### src/rtl/floor_controller.sv
// ---------------------------------------------------------------------------
// floor_controller
//   Four-floor elevator car controller. It latches floor calls, chooses a
//   travel direction, times floor-to-floor travel and door dwell, and drives
//   a seven-segment display with the current floor number (level+1).
//
// Ports
//   clk          system clock, all state changes on the rising edge
//   reset        synchronous, active-high reset
//   enable       1 = run; 0 = state, level, dir and counters freeze
//   req[3:0]     level-sensitive call buttons, one per floor
//   level[1:0]   current car floor
//   moving_up    car is travelling upward
//   moving_down  car is travelling downward
//   door_open    door is open at the current floor
//   pending[3:0] latched outstanding calls
//   sevenseg     active-low segments {dp,g,f,e,d,c,b,a}
// ---------------------------------------------------------------------------
module floor_controller #(
  parameter int TRAVEL_CYCLES = 50000000,
  parameter int DOOR_CYCLES   = 100000000
) (
  input  logic       clk,
  input  logic       reset,
  input  logic       enable,
  input  logic [3:0] req,
  output logic [1:0] level,
  output logic       moving_up,
  output logic       moving_down,
  output logic       door_open,
  output logic [3:0] pending,
  output logic [7:0] sevenseg
);

  localparam int TW = (TRAVEL_CYCLES > 1) ? $clog2(TRAVEL_CYCLES) : 1;
  localparam int DW = (DOOR_CYCLES > 1) ? $clog2(DOOR_CYCLES) : 1;
  localparam logic [TW-1:0] T_LAST = TW'(TRAVEL_CYCLES - 1);
  localparam logic [DW-1:0] D_LAST = DW'(DOOR_CYCLES - 1);

  typedef enum logic [1:0] {
    S_IDLE      = 2'd0,
    S_MOVE_UP   = 2'd1,
    S_MOVE_DOWN = 2'd2,
    S_DOOR_OPEN = 2'd3
  } state_t;

  state_t        r_state, w_next_state;
  logic [1:0]    r_level, w_next_level;
  logic          r_dir, w_next_dir;
  logic [TW-1:0] r_tcnt, w_next_tcnt;
  logic [DW-1:0] r_dcnt, w_next_dcnt;
  logic [3:0]    r_pending, w_next_pending;
  logic [3:0]    w_set, w_calls, w_clr;
  logic [1:0]    w_up_level, w_dn_level;
  logic          r_moving_up, r_moving_down, r_door_open;
  logic [7:0]    r_seg;

  function automatic logic calls_above(input logic [3:0] c, input logic [1:0] lv);
    logic any;
    any = 1'b0;
    for (int j = 0; j < 4; j++) begin
      if (j > int'(lv) && c[j]) any = 1'b1;
    end
    return any;
  endfunction

  function automatic logic calls_below(input logic [3:0] c, input logic [1:0] lv);
    logic any;
    any = 1'b0;
    for (int j = 0; j < 4; j++) begin
      if (j < int'(lv) && c[j]) any = 1'b1;
    end
    return any;
  endfunction

  function automatic logic [7:0] seg_code(input logic [1:0] lv);
    logic [7:0] s;
    case (lv)
      2'd0:    s = 8'hF9;
      2'd1:    s = 8'hA4;
      2'd2:    s = 8'hB0;
      default: s = 8'h99;
    endcase
    return s;
  endfunction

  assign w_up_level = r_level + 2'd1;
  assign w_dn_level = r_level - 2'd1;

  // A press at the floor the car is standing at (idle or door open) is served
  // directly and never becomes a pending call.
  always_comb begin
    w_set = req;
    if (r_state == S_IDLE || r_state == S_DOOR_OPEN) w_set[r_level] = 1'b0;
  end

  // Decisions include this cycle's presses so a call is acted on one cycle
  // after the button is sampled.
  assign w_calls = r_pending | w_set;

  always_comb begin
    w_next_state = r_state;
    w_next_level = r_level;
    w_next_dir   = r_dir;
    w_next_tcnt  = r_tcnt;
    w_next_dcnt  = r_dcnt;
    w_clr        = 4'b0000;
    if (enable) begin
      case (r_state)
        S_IDLE: begin
          w_next_tcnt = '0;
          if (req[r_level] || r_pending[r_level]) begin
            w_next_state   = S_DOOR_OPEN;
            w_next_dcnt    = '0;
            w_clr[r_level] = 1'b1;
          end else if (calls_above(w_calls, r_level) && calls_below(w_calls, r_level)) begin
            w_next_state = r_dir ? S_MOVE_UP : S_MOVE_DOWN;
          end else if (calls_above(w_calls, r_level)) begin
            w_next_state = S_MOVE_UP;
            w_next_dir   = 1'b1;
          end else if (calls_below(w_calls, r_level)) begin
            w_next_state = S_MOVE_DOWN;
            w_next_dir   = 1'b0;
          end
        end
        S_MOVE_UP: begin
          if (r_level == 2'd3) begin
            w_next_state = S_IDLE;
            w_next_tcnt  = '0;
          end else if (r_tcnt == T_LAST) begin
            w_next_tcnt  = '0;
            w_next_level = w_up_level;
            if (w_calls[w_up_level]) begin
              w_next_state      = S_DOOR_OPEN;
              w_next_dcnt       = '0;
              w_clr[w_up_level] = 1'b1;
            end else if (!calls_above(w_calls, w_up_level)) begin
              w_next_state = S_IDLE;
            end
          end else begin
            w_next_tcnt = r_tcnt + TW'(1);
          end
        end
        S_MOVE_DOWN: begin
          if (r_level == 2'd0) begin
            w_next_state = S_IDLE;
            w_next_tcnt  = '0;
          end else if (r_tcnt == T_LAST) begin
            w_next_tcnt  = '0;
            w_next_level = w_dn_level;
            if (w_calls[w_dn_level]) begin
              w_next_state      = S_DOOR_OPEN;
              w_next_dcnt       = '0;
              w_clr[w_dn_level] = 1'b1;
            end else if (!calls_below(w_calls, w_dn_level)) begin
              w_next_state = S_IDLE;
            end
          end else begin
            w_next_tcnt = r_tcnt + TW'(1);
          end
        end
        default: begin // S_DOOR_OPEN
          if (req[r_level]) begin
            w_next_dcnt = '0; // hold-door
          end else if (r_dcnt == D_LAST) begin
            w_next_dcnt = '0;
            if (r_dir && calls_above(w_calls, r_level)) begin
              w_next_state = S_MOVE_UP;
            end else if (!r_dir && calls_below(w_calls, r_level)) begin
              w_next_state = S_MOVE_DOWN;
            end else if (r_dir && calls_below(w_calls, r_level)) begin
              w_next_dir   = 1'b0;
              w_next_state = S_MOVE_DOWN;
            end else if (!r_dir && calls_above(w_calls, r_level)) begin
              w_next_dir   = 1'b1;
              w_next_state = S_MOVE_UP;
            end else begin
              w_next_state = S_IDLE;
            end
          end else begin
            w_next_dcnt = r_dcnt + DW'(1);
          end
        end
      endcase
    end
  end

  // A floor being served in this cycle wins over a fresh press for it.
  assign w_next_pending = w_calls & ~w_clr;

  always_ff @(posedge clk) begin
    if (reset) begin
      r_state       <= S_IDLE;
      r_level       <= 2'd0;
      r_dir         <= 1'b1;
      r_tcnt        <= '0;
      r_dcnt        <= '0;
      r_pending     <= 4'b0000;
      r_moving_up   <= 1'b0;
      r_moving_down <= 1'b0;
      r_door_open   <= 1'b0;
      r_seg         <= 8'hF9;
    end else begin
      r_state       <= w_next_state;
      r_level       <= w_next_level;
      r_dir         <= w_next_dir;
      r_tcnt        <= w_next_tcnt;
      r_dcnt        <= w_next_dcnt;
      r_pending     <= w_next_pending;
      r_moving_up   <= (w_next_state == S_MOVE_UP);
      r_moving_down <= (w_next_state == S_MOVE_DOWN);
      r_door_open   <= (w_next_state == S_DOOR_OPEN);
      r_seg         <= seg_code(w_next_level);
    end
  end

  assign level       = r_level;
  assign moving_up   = r_moving_up;
  assign moving_down = r_moving_down;
  assign door_open   = r_door_open;
  assign pending     = r_pending;
  assign sevenseg    = r_seg;

endmodule

### config.mk
export PLATFORM = sky130hd
export DESIGN_NAME = floor_controller
export DESIGN_NICKNAME = d
export VERILOG_FILES = /design/src/rtl/floor_controller.sv
export SDC_FILE = /design/constraint.sdc
export NUM_CORES = 1
export LEC_CHECK = 0
export ABC_AREA = 0
export ABC_CLOCK_PERIOD_IN_PS = 5500
export CAP_MARGIN = 30
export CORE_UTILIZATION = 62
export CTS_CLUSTER_SIZE = 30
export DETAILED_ROUTE_END_ITERATION = 16
export GPL_ROUTABILITY_DRIVEN = 0
export PLACE_DENSITY = 0.87
export SYNTH_ARGS = -nofsm -noshare
export SYNTH_HDL_FRONTEND = slang
export SYNTH_SLANG_ARGS = --single-unit
### constraint.sdc
create_clock -name clk -period 5.5 [get_ports clk]
set_input_delay 1.1 -clock clk [delete_from_list [all_inputs] [get_ports clk]]
set_output_delay 1.1 -clock clk [all_outputs]
set_load 0.02 [all_outputs]
Word level (Yosys, flattened, before mapping)
Cells that the tools add are included.
Storage, ports and cells
  output and inout bits: 17
  register bits after elaboration: 73
Cells by class
  reductions and logical operators: 34
  eq/ne operators: 24
  bitwise gates (word level): 6
  add/subtract/negate cells: 4
  order comparisons: 18
  multiplexer cells: 136
Operators with widths (number)
  two-way mux 27 bit: 9
  one-hot mux 27 bit (3 select lines): 1
  two-way mux 26 bit: 3
  one-hot mux 26 bit (3 select lines): 1
  two-way mux 1 bit: 77
  two-way mux 2 bit: 24
  two-way mux 4 bit: 9
  adder 27 x 1 -> 27 bit (second input constant): 1
  == test 27 bit (second input constant): 1
  adder 26 x 1 -> 26 bit (second input constant): 1
  == test 26 bit (second input constant): 1
  != test 2 bit (second input constant): 11
  one-hot mux 7 bit (3 select lines): 1
  logical AND 1 bit: 20
  == test 2 bit (second input constant): 6
  one-hot mux 4 bit (3 select lines): 1
  AND reduction 10 bit: 1
  < comparator 2 x 3 -> 1 bit (second input constant): 3
  bitwise AND 4 bit: 2
  binary-select mux 1 bit (select 2 bit): 4
  greater-than comparator 2 bit (first input constant): 4
  < comparator 1 x 2 -> 1 bit (first input constant): 4
  NOT 4 bit: 2
  AND reduction 8 bit: 1
  22 further kinds: 34

Logic depth before layout (Yosys ltp)
Gate-level depths: netlist of the first run.
  depth after elaboration: 47
  depth in mapped cells: 12
  depth with buffers taken out: 10

Least setup slack after synthesis of the first run
No wires, ideal clock.
  path kind: reg2reg
  start point: register r_level[0], in the netlist level[0]
  end point: register r_dcnt[25]
  buffers on the path: 3
  cell stages (with the launch flop): 13
  arrival: 3.176 ns
  data required time: 5.375 ns
  setup slack: 2.199 ns
  cells stage by stage: dfxtp_1 -> buf_2 -> clkinv_1 -> ha_1 -> nand2b_1 -> a21oi_1 -> mux4_2 -> a211oi_4 -> nand2_2 -> buf_2 -> buf_2 -> o31ai_1 -> a21oi_1
On the way
  cells in the longest elaborated chain, start to end: 12
  elaborated cells between the ends (all ways): 30
  those cells by class: add/sub: 2; order compare: 2; eq/ne: 6; mux: 13; bitwise: 3; reduce/logical: 4
RTL lines
  start, declared: RTL line 48  | logic [1:0] r_level, w_next_level;
  start signal, assigned: RTL line 205  | r_level <= w_next_level;
  < comparator 2 x 3 -> 1 bit (implied by the code) or >= comparator 2 x 1 -> 1 bit (tied branches): RTL line 94  | if (r_state == S_IDLE || r_state == S_DOOR_OPEN) w_set[r_level] = 1'b0;
  logical AND 1 bit (implied by the code): RTL line 94
  two-way mux 1 bit (implied by the code): RTL line 94
  demux 1 bit (select 2 bit): RTL line 94
  NOT 4 bit (no source line)
  bitwise AND 4 bit (no source line)
  two-way mux 4 bit: RTL line 94
  OR 4 bit: RTL line 99  | assign w_calls = r_pending | w_set;
  binary-select mux 1 bit (select 2 bit) (on tied branches): RTL line 151, 133
  two-way mux 1 bit (on tied branches): RTL line 151, 133
  != test 2 bit (no source line)
  AND reduction 8 bit (no source line)
  end signal, assigned: RTL line 208  | r_dcnt <= w_next_dcnt;
  end, declared: RTL line 51  | logic [DW-1:0] r_dcnt, w_next_dcnt;
Several ways; a longest one is shown, not always the timed one. The select of a mux whose other input is x is not followed.
A chain may end at the register's enable or synchronous reset.

Worst setup path in the final report of the first run
  start point: register r_level[0], in the netlist level[0]
  end point: register r_dcnt[17]
The elaborated chain is that of the path after synthesis.

==> impl_metrics.toml, run 1 <==
[yosys]
synth_top_family_by_area = "simple AND/OR/NAND/NOR gates"
async_flop_share_pct = 0
post_synth_inst_count = 484
muxShareOfSynthArea_pct = 3.97
yosys_warnings = 0
syn_nets = 509
synth-seq-cells = 70
yosysSeqAreaShare_pct = 34.5
synth-edff-count = 0
synthAdderAreaFrac_pct = 5.54
synth-simple-area-share_pct = 29.6
synth_ff_type = "dfxtp_1"
synth_xor_xnor_area_share_pct = 7.33
syn-cell-area_sq_um = 4060
avgSynthCellArea_sq_um = 8.40
synthDistinctLibCells = 61
synth_compound_area_share_pct = 15.0

[floorplan]
ios = 24
die_w_um = 83.0
die_area_sq_um = 6880
core_area_sq_um = 6350
rows = 29
die_y_um = 83.0
initial_core_util_pct = 64.0

[status]
status = "complete, no violations"

[timing]
tns_ps = 0
tightest_slew_ps = 909
finalHoldViolations = 0
fin_skew_ps = 13.2
max_freq_ghz = 0.236
period_needed_ps = 4240
period_share_pct = 77.0
rsz0062_at_grt = "no"
drv_slew = 0
finalSetupViolations = 0
max_slew_margin_pct = 39.4

[clock_network]
cts_max_level = 3
cts_hold_buffers = 0
clockBufferDepth = 2
path_clk_slew_ps = 80
cts_inserted_buffers = 9
clkSinkCount = 70
cts_tree = "yes"
cts_setup_buffers = 0
cts_root_buf = "clkbuf_8"
clock_latency_ps = 350
cts-resized-gates = 0

[drt]
via_per_inst = 6.39
routed.top_layer = "met4"
routed_wl_um = 9240
dr.pass1.iters = 6
ant_nets = 0
drc_errors = 0
met3WireLength_um = 736
wl_per_cell_um = 16.0
routed-wl-met2_um = 4270
wl_met1_um = 4110
drt_iter0_drc = 377
dr_total_vias = 3680

[pwr]
peakVddDrop_uv = 176
p_sw_mw = 0.319
power_density_nw_per_um2 = 250
p_int_mw = 0.801
finalPower_mw = 1.12
sequentialPowerShare_pct = 47.1
combPwrFrac_pct = 14.3
switching_share_pct = 28.5
clock_power_share_pct = 38.5
power.leakage_nw = 1.54

[placed_design]
io_buffers = 21
hpwl_um = 6540

[worst_setup_path]
critPathArrivalTime_ps = 4510
start_kind = "flip-flop"
critPathMaxFanout = 26
critPathKind = "flip-flop to flip-flop"
crit_required_ps = 5770
critPathCaptureType = "flip-flop"

[global_routing]
antenna_found_initial = 0
grt_pass1_vias = 3346
grt_pass1_wl_um = 15700
grt_start_max_net_pins = 27
track_usage_pct = 27.5
overflow = 0

[layout]
nets = 519
syn_to_final_growth_pct = 10.3
diodes = 0
fillers = 505
drive_above_1_share_pct = 8.02

[min_path]
hp-class = "flip-flop to flip-flop"

[flow_run]
maxCapViolations = 0
[through the flow]
step                instance area, sq um  hold WS (ps)  setup WS, ps  instances  util (%)
floorplan                           4060           449          2200        484         -
global placement                    4270           464          1510        560      67.3
detailed placement                  4270           470          1350        560      67.3
CTS                                 4480           479          1310        576      70.6
global route                        4480           515           968        576      70.6
finish                              4480           479          1260        576      70.6
[metal layers]
metal / vias to the layer above / track usage (%)
met5: - / 0
met4: 0 / 8.78
li1: 1766 / -
met1: 1729 / 37.3
met3: 22 / 6.16
met2: 163 / 43.6
[power groups by stage]
stage,clock network [mW],logic (mW),registers [mW]
2_1_floorplan,0,0.111,0.542
3_3_place_gp,0,0.153,0.539
3_5_place_dp,0,0.157,0.539
4_1_cts,0.437,0.158,0.527
5_1_grt,0.460,0.173,0.529
6_report,0.432,0.161,0.528
[final timing paths]
path / endpoint / cells after the start / slack, ps / startpoint
min reg2reg: r_tcnt[1] / 2 / 480 / r_tcnt[1]
max: r_dcnt[17] / 9 / 1260 / level[0]
max reg2reg: r_dcnt[17] / 9 / 1260 / level[0]
min: r_tcnt[1] / 2 / 480 / r_tcnt[1]
[layout make-up]
class / instances / area (sq um) / share of cell area [%]
clock buffer: 10 / 138 / 3.07
clock inverter: 6 / 70.1 / 1.56
inverter: 14 / 52.6 / 1.17
multi-input combinational: 377 / 2500 / 55.9
sequential: 70 / 1400 / 31.3
tap: 77 / 96.3 / 2.15
timing repair buffer: 22 / 218 / 4.86
[synthesized netlist by cell type, types with 2 or more instances]
cell type,count,share of area (%)
buf_2,6,0.74
nand3_1,27,3.3
a21oi_1,34,4.2
a221oi_1,3,0.65
a22oi_1,5,0.92
o32ai_1,2,0.43
a31o_2,2,0.43
buf_4,3,0.55
mux2i_1,6,1.5
o21ai_0,9,1.1
o31ai_1,9,1.7
nand2b_1,11,1.7
conb_1,2,0.18
nand2_1,29,2.7
and4_1,7,1.5
inv_1,13,1.2
xor2_1,24,5.2
a2bb2oi_1,2,0.43
ha_1,18,5.5
nand4_1,20,3.1
or4_1,10,1.8
or2_2,7,1.1
clkbuf_1,12,1.1
dfxtp_1,70,34
mux4_2,4,2.2
nor2b_1,4,0.62
nor4_1,3,0.46
and3_1,11,1.7
buf_1,2,0.18
nor2_1,54,5.0
a31oi_1,3,0.46
and4b_1,2,0.49
o21ai_1,5,0.62
nor3_1,11,1.4
xnor2_1,10,2.2
and3b_1,2,0.43
o21ba_2,2,0.49
or3_1,10,1.5
and2_1,3,0.46
o21bai_1,2,0.37
a211oi_1,4,0.74
o211ai_1,2,0.37
[critical path, stage by stage, from the launching register on]
cell      delay [ps]
dfxtp_1          840
clkinv_1         440
ha_1             380
nand2b_1         100
a21oi_1          190
mux4_2           560
a211oi_4         490
nand2_2          390
or4_1            600
a21oi_1          150
[cell families (layout without fill, tap and decap cells)]
kind of cell | count (synthesis) | count (layout)
mux | 11 | 11
flops | 70 | 70
other cells | 2 | 2
simple gates | 221 | 221
buf+inv | 37 | 52
fa+ha+maj | 18 | 18
compound gates | 91 | 91
xor+xnor | 34 | 34
[sequential cells by signal, summed over array words and instances, names as in the netlist]
name / cells
pending: 4
r_dcnt: 27
r_tcnt: 26
door_open: 1
sevenseg: 5
level: 2
r_state: 2
moving_up: 1
r_dir: 1
moving_down: 1
[layout by cell type (no fill, tap or decap), drive strengths merged, types with 10 or more instances in the layout]
cell | Yosys | final
ha | 18 | 18
nand3 | 27 | 27
nor2 | 54 | 54
xor2 | 24 | 24
dfxtp | 70 | 70
o21ai | 14 | 14
xnor2 | 10 | 10
nand2b | 11 | 11
o31ai | 10 | 10
clkbuf | 12 | 10
a21oi | 34 | 34
clkdlybuf4s50 | 0 | 21
or3 | 11 | 11
nand4 | 21 | 21
nor3 | 11 | 11
and3 | 11 | 11
or4 | 10 | 10
inv | 13 | 14
nand2 | 30 | 30
(Power assumes the default switching activity.)
==> run 2, diff against run 1 <==
- ABC_CLOCK_PERIOD_IN_PS: 5500 -> 3900
- CORE_UTILIZATION: 62 -> 60
- PLACE_DENSITY: 0.87 -> 0.84
- clock period: 5.5 -> 3.9 ns (I/O delays scaled with it)
==> run 2 against run 1 <==
Effect of this change: non-clock buffer count grew 6; via count increased by 0.49%; wire length increased by 0.93%; clock-buffer cell count unchanged.
==> impl_metrics.toml, run 2 (synthesized netlist as in run 1, its figures left out) <==
[layout]
utilization_pct = 70.3
mostFrequentLayoutCells = "dfxtp_1 (70), nor2_1 (54), a21oi_1 (34)"
fillers = 507
diodes = 0
nets = 525
drive_above_1_share_pct = 9.11
final_area_sq_um = 4540
final_cells = 582
syn_to_final_growth_pct = 11.7
largest_reg_flops = 27
regMostFlops = "r_dcnt"
final_common_cell = "dfxtp_1"

[floorplan]
ios = 24
rows = 29
die_area_sq_um = 7110
core_area_sq_um = 6460
initial_core_util_pct = 62.9
die_y_um = 84.3
die_w_um = 84.3

[placed_design]
placed_area_sq_um = 4320
hpwl_um = 6520
preCtsSetupSlack_ps = 406
dp_cells = 566
io_buffers = 21

[timing]
finalSetupViolations = 0
setup_ws_ps = 455
hold_slack_ps = 493
max_freq_ghz = 0.290
rsz0062_at_grt = "no"
fin_skew_ps = 6.62
tightest_slew_ps = 912
period_needed_ps = 3440
period_share_pct = 88.3
drv_slew = 0
tns_ps = 0
max_slew_margin_pct = 39.2
finalHoldViolations = 0

[worst_setup_path]
r2r_start = "level[1]"
rr_endpoint = "r_dcnt[22]"
crit_required_ps = 4170
critical-path-top-delay-family = "simple AND/OR/NAND/NOR gates"
critPathMaxFanout = 26
crit_path_frequent_cell = "a21oi_1"
critPathArrivalTime_ps = 3720
r2r_slack_ps = 460
cp_num_cells = 9
worst_path_max_delay_cell = "dfxtp_1"
start_kind = "flip-flop"
critPathMaxStageDelay_ps = 620
crit_buf_inv = 1
rr_worst_depth = 9
crit_chain = "inv_1 -> ha_1 -> nand2b_1 -> a21oi_1 -> mux4_2 -> a211oi_4 -> nand2_2 -> or4_1 -> a21oi_1"
critPathKind = "flip-flop to flip-flop"
critPathCaptureType = "flip-flop"

[drt]
drc_errors = 0
dr_total_vias = 3698
via_per_inst = 6.35
wl_per_cell_um = 16.0
ant_nets = 0
routed_wl_um = 9330
dr.pass1.iters = 5
drt_iter0_drc = 367

[min_path]
min_to = "r_tcnt[1]"
whs_path_depth = 2
min_from = "r_tcnt[1]"
hp-class = "flip-flop to flip-flop"

[pwr]
peakVddDrop_uv = 242
finalPower_mw = 1.63
power.leakage_nw = 1.58
power_density_nw_per_um2 = 358

[clock_network]
cts_max_level = 3
clkSinkCount = 70
cts_tree = "yes"
cts_setup_buffers = 0
cts_root_buf = "clkbuf_8"
clockBufferDepth = 2
cts_inserted_buffers = 9
cts-resized-gates = 0
cts_hold_buffers = 0
path_clk_slew_ps = 70
clock_latency_ps = 350

[global_routing]
overflow = 0
grt_start_max_net_pins = 27
antenna_found_initial = 0
grt_pass1_vias = 3465
grt_pass1_wl_um = 16000
track_usage_pct = 27.9

[status]
status = "complete, no violations"

[flow_run]
maxCapViolations = 0
run 2: worst reg2reg max path, cell delays in order (launching register included):
cell and delay [ps]:
dfxtp_1 620, inv_1 260, ha_1 370, nand2b_1 140, a21oi_1 140, mux4_2 530
a211oi_4 280, nand2_2 300, or4_1 600, a21oi_1 150
run 2: layout make-up:
| class | count | area [sq um] | share of cell area, % |
|---|---|---|---|
| Timing Repair Buffer | 28 | 263 | 5.79 |
| Sequential cell | 70 | 1400 | 30.9 |
| Multi-Input combinational cell | 377 | 2500 | 55.2 |
| Tap cell | 77 | 96.3 | 2.12 |
| Inverter | 14 | 52.6 | 1.16 |
| Clock inverter | 6 | 85.1 | 1.87 |
| Clock buffer | 10 | 138 | 3.03 |
run 2: metal layers:
layer  share of wire, %  up-vias  GRT usage [%]  wire [um]
met3                6.4       13           6.29        596
met5                  0        -              0          0
met1                 47     1732           37.2       4360
li1                   -     1786              -          -
met2                 45      167           44.1       4240
met4                1.5        0           10.8        137
run 2: report_power, final:
group          internal (mW)  switching [mW]
logic                 0.0892           0.144
clock network          0.375           0.277
registers              0.729          0.0143
run 2: worst max-delay path by stage:
stage	startpoint	end	slack, ps
floorplan	level[0]	r_dcnt[25]	600
global placement	req[1]	r_dcnt[22]	560
detailed placement	req[1]	r_dcnt[23]	410
CTS	level[1]	r_dcnt[22]	520
global route	level[1]	r_dcnt[23]	250
finish	level[1]	r_dcnt[22]	460
